===== src/rtl/rr_arbiter.sv =====
// Four-requester round-robin arbiter with a one-cycle bubble between grants.
// Optional hold-timeout enabled by defining ARB_TIMEOUT_EN (limit set by MAX_HOLD).
module rr_arbiter #(
    parameter int unsigned MAX_HOLD = 15
) (
    input  logic       clk,
    input  logic       rst,
    input  logic [3:0] req,
    input  logic       done,
    output logic [3:0] grant,
    output logic [1:0] grant_id,
    output logic       valid,
    output logic       timeout
);

    localparam int unsigned N  = 4;
    localparam int unsigned IW = 2;

    if (MAX_HOLD < 1) begin : g_bad_hold
        $error("MAX_HOLD must be at least 1");
    end

    typedef enum logic {
        IDLE = 1'b0,
        BUSY = 1'b1
    } state_e;

    state_e          state_q, state_d;
    logic [N-1:0]    grant_q, grant_d;
    logic [IW-1:0]   grant_id_q, grant_id_d;
    logic [IW-1:0]   ptr_q, ptr_d;
    logic            valid_q, valid_d;
    logic            timeout_q, timeout_d;
    logic [IW-1:0]   win;
    logic            release_c;
    logic            expired_c;

`ifdef ARB_TIMEOUT_EN
    localparam int unsigned CW = $clog2(MAX_HOLD + 1);
    logic [CW-1:0]   cnt_q, cnt_d;
    logic [CW-1:0]   cnt_inc;
    assign cnt_inc   = cnt_q + CW'(1);
    assign expired_c = (cnt_inc == CW'(MAX_HOLD));
`else
    assign expired_c = 1'b0;
`endif

    // Rotating priority search: ptr+1, ptr+2, ptr+3, then ptr itself.
    always_comb begin
        logic          found;
        logic [IW-1:0] idx;
        win   = ptr_q;
        found = 1'b0;
        idx   = '0;
        for (int unsigned k = 1; k <= N; k++) begin
            idx = ptr_q + IW'(k);
            if (!found && req[idx]) begin
                win   = idx;
                found = 1'b1;
            end
        end
    end

    assign release_c = done || !req[grant_id_q];

    always_comb begin
        state_d    = state_q;
        grant_d    = grant_q;
        grant_id_d = grant_id_q;
        ptr_d      = ptr_q;
        timeout_d  = 1'b0;
`ifdef ARB_TIMEOUT_EN
        cnt_d      = cnt_q;
`endif
        case (state_q)
            IDLE: begin
                if (|req) begin
                    state_d    = BUSY;
                    grant_d    = N'(1) << win;
                    grant_id_d = win;
                    ptr_d      = win;
`ifdef ARB_TIMEOUT_EN
                    cnt_d      = '0;
`endif
                end
            end
            BUSY: begin
`ifdef ARB_TIMEOUT_EN
                cnt_d = cnt_inc;
`endif
                // A normal release takes precedence, so timeout only flags forced drops.
                if (release_c || expired_c) begin
                    state_d    = IDLE;
                    grant_d    = '0;
                    grant_id_d = '0;
                    timeout_d  = !release_c;
                end
            end
            default: begin
                state_d    = IDLE;
                grant_d    = '0;
                grant_id_d = '0;
            end
        endcase
        valid_d = |grant_d;
    end

    always_ff @(posedge clk or posedge rst) begin
        if (rst) begin
            state_q    <= IDLE;
            grant_q    <= '0;
            grant_id_q <= '0;
            ptr_q      <= IW'(N - 1);
            valid_q    <= 1'b0;
            timeout_q  <= 1'b0;
`ifdef ARB_TIMEOUT_EN
            cnt_q      <= '0;
`endif
        end else begin
            state_q    <= state_d;
            grant_q    <= grant_d;
            grant_id_q <= grant_id_d;
            ptr_q      <= ptr_d;
            valid_q    <= valid_d;
            timeout_q  <= timeout_d;
`ifdef ARB_TIMEOUT_EN
            cnt_q      <= cnt_d;
`endif
        end
    end

    assign grant    = grant_q;
    assign grant_id = grant_id_q;
    assign valid    = valid_q;
    assign timeout  = timeout_q;

endmodule


===== config.mk =====
export PLATFORM = sky130hd
export DESIGN_NAME = rr_arbiter
export DESIGN_NICKNAME = d
export VERILOG_FILES = /design/src/rtl/rr_arbiter.sv
export SDC_FILE = /design/constraint.sdc
export NUM_CORES = 1
export LEC_CHECK = 0
export ABC_AREA = 0
export CAP_MARGIN = 30
export CORE_AREA = 3 3 40 42
export DETAILED_ROUTE_END_ITERATION = 7
export DIE_AREA = 0 0 43 45
export DONT_BUFFER_PORTS = 1
export SYNTH_ARGS = -nofsm -noshare
export SYNTH_HDL_FRONTEND = slang
export SYNTH_SLANG_ARGS = --single-unit
export TNS_END_PERCENT = 1

===== constraint.sdc =====
create_clock -name clk -period 1.41 [get_ports clk]
set_input_delay 0.2115 -clock clk [delete_from_list [all_inputs] [get_ports clk]]
set_output_delay 0.2115 -clock clk [all_outputs]
set_load 0.01 [all_outputs]

==> results_dict.tcl, run 1 <==
set metrics [dict create \
    worst_r2r_path_depth 3 \
    worstPathRequired_ps 1560 \
    synth-seq-area-share_pct 49.3 \
    comb_power_share_pct 41.1 \
    synth_commonest_cells "dfrtp_1, o21ai_0, inv_1, nand2_1, nor2_1" \
    netlist_top_cells_area "dfrtp_1, dfstp_2, o21ai_0" \
    crit_path_cell_trace "mux4_2 > a22o_4 > a32o_2" \
    gp_congestion 0.794 \
    synth_edf_count 0 \
    rows 13 \
    rsz0062_at_grt "true" \
    cts-root-buf "clkbuf_4" \
    wl_met2_um 545 \
    vias 420 \
    route.detailed.wl_per_inst_um 14.8 \
    violations "setup timing" \
    hold_viol_final 0 \
    drt_first_pass_iters 4 \
    max_freq_mhz 661 \
    io_buffers 0 \
    cts_tree "yes" \
    viasPerCell 5.60 \
    grt_overflow 0 \
    antenna_found_initial 0 \
    post-route-period-util_pct 107 \
    power_frac_seq_pct 43.9 \
    grt_pass1_vias 375 \
    die-area_um2 1940 \
    cap_viol_max_count 0 \
    areaGrowthSynthToFinish_pct 19.5 \
    ir_drop_v 0.000770 \
    synth_cell_type_count 24 \
    drcViolationCount 0 \
    drt_wl_total_um 1110 \
    synth_top_area_cell "dfrtp_1" \
    p_int_mw 0.841 \
    fin_util_pct 47.7 \
    cp_slowest_cell "mux4_2" \
    synth_area_per_cell_um2 10.5 \
    post_cts_buffers 0 \
    synthCells 49 \
    leakage_nw 0.282 \
    num_antenna_cells 0 \
    synth.most_common_cell "dfrtp_1" \
    drtIter0Drc 10 \
    cts.sinks 10 \
    tns_ps -383 \
    netlist_area_um2 513 \
    yosysTopAreaCellShare_pct 39.0 \
    hp-class "input pin to flip-flop" \
    total_power_mw 1.35 \
    wl_met3_um 92 \
    drtAntennaViolNets 0 \
    cp_max_fo 7 \
    synth.net_count 56 \
    drive_gt1_share_pct 28.3 \
    switching_share_pct 37.6 \
    hpwl_um 873 \
    critPathKind "flip-flop to flip-flop" \
    clk_latency_ps 260 \
    cts.path.max_buffers 2 \
    pwr-share-clk_pct 15.0 \
    start_util_pct 39.9 \
    arrival_ps 1660 \
    dp_worst_setup_slack_ps -103 \
    finalSetupViolCount 7 \
    cts.htree.levels 1 \
    start_kind "flip-flop" \
    whs_ps 199 \
    slew_violations 0 \
    min_delay_path_depth 2 \
    slowest_delay_ps 540 \
    die_height_um 45 \
    grt_pass1_wl_um 1790 \
    ys_ff_latch 10 \
    fin_skew_ps 5.70 \
    ys.warnings.count 0 \
    status "complete, but fails checks" \
    fin_ws_ps -104 \
    grt_max_degree 11 \
    cts_inserted_buffers 3 \
    p_switching_mw 0.508 \
    die_x_um 43 \
    layout_min_cycle_time_ps 1510 \
    synth_flop_cell "dfrtp_1" \
    powerDensity_nw_per_um2 2200 \
    top_layer "met4" \
    io-pin-count 15 \
    clk_pin_slew_ps 60 \
    synth-async-reset-ratio_pct 100 \
    core-area_um2 1280 \
    wl_met1_um 460 \
    nets 68 \
    cp-end-kind "flip-flop" \
    track_usage_pct 12.9 \
]
[flip-flops by register name, summed over array words and instances, names as in the netlist]
| name | flops |
|---|---|
| state_q | 1 |
| grant | 4 |
| ptr_q | 2 |
| grant_id | 2 |
| valid | 1 |
[final timing paths]
check / startpoint / slack (ps) / endpoint
setup / recovery: grant_id[1] / -100 / grant[1]
hold / removal: done / 200 / state_q
setup reg to reg: grant_id[1] / -100 / grant[1]
hold reg to reg: state_q / 510 / valid
max in group asynchronous: rst / 730 / ptr_q[1]
min in group asynchronous: rst / 360 / grant_id[0]
[power by group through the flow]
| stage | clock, mW | combinational (mW) | sequential, mW |
|---|---|---|---|
| 2_1_floorplan | 0 | 0.334 | 0.586 |
| 3_3_place_gp | 0 | 0.546 | 0.596 |
| 3_5_place_dp | 0 | 0.551 | 0.603 |
| 4_1_cts | 0.214 | 0.558 | 0.597 |
| 5_1_grt | 0.229 | 0.622 | 0.614 |
| 6_report | 0.202 | 0.555 | 0.592 |
[metal layers]
layer,up-vias,global-route usage (%)
met5,-,0
met4,0,3.61
met3,2,7.57
met2,12,20.7
met1,205,14.7
li1,201,-
[timing repair]
item,4_1_cts,5_1_grt
gates cloned,0,0
endpoints found under the setup margin,7,8
hold buffers,1,0
hold endpoints to repair,8,0
resized for setup,1,1
[layout by cell type (no fill, tap or decap), types with 2 or more instances in the layout]
cell and count:
buf_4 7, clkbuf_4 3, dfrtp_1 8, dfstp_2 2
inv_1 4, nand2_1 4, nor2_1 4, nor2b_1 3
o21ai_0 5, o21ai_1 3
[critical path: cells and delay by family (launching register included)]
| family | cells | cell delay (ps) |
|---|---|---|
| compound gates | 2 | 480 |
| flops | 1 | 380 |
| mux | 1 | 540 |
[layout make-up]
class,count,area (um2)
clock buffers,4,26.3
repair buffers,8,62.6
fillers,120,672
inverters,4,15.0
multi-input cells,34,238
well taps,15,18.8
flip-flops and latches,10,253
[stage by stage]
| stage | instance area [um2] | instances |
|---|---|---|
| floorplan | 513 | 49 |
| global placement | 577 | 70 |
| detailed placement | 577 | 70 |
| CTS | 613 | 75 |
| global route | 613 | 75 |
| finish | 613 | 75 |
[cells by family (layout without fill, tap and decap cells)]
group	after synthesis	count (layout)	share of synthesized area (%)
DFF	10	10	49.3
buffers and inverters	5	16	4.39
AOI/OAI and AO/OA	19	19	28.0
muxes	1	1	4.39
and+or+nand+nor	13	13	13.2
other	1	1	0.731
Power figures use the tool's default switching activity.
==> run 2, diff against run 1 <==
--- a/config.mk
+++ b/config.mk
@@ -6,11 +6,12 @@
 export NUM_CORES = 1
 export LEC_CHECK = 0
 export ABC_AREA = 0
-export CAP_MARGIN = 30
 export CORE_AREA = 3 3 40 42
 export DETAILED_ROUTE_END_ITERATION = 7
 export DIE_AREA = 0 0 43 45
 export DONT_BUFFER_PORTS = 1
+export RECOVER_POWER = 50
+export SLEW_MARGIN = 40
 export SYNTH_ARGS = -nofsm -noshare
 export SYNTH_HDL_FRONTEND = slang
 export SYNTH_SLANG_ARGS = --single-unit
==> results of run 2 <==
Final layout, timing and power as in run 1 (identical DEF).
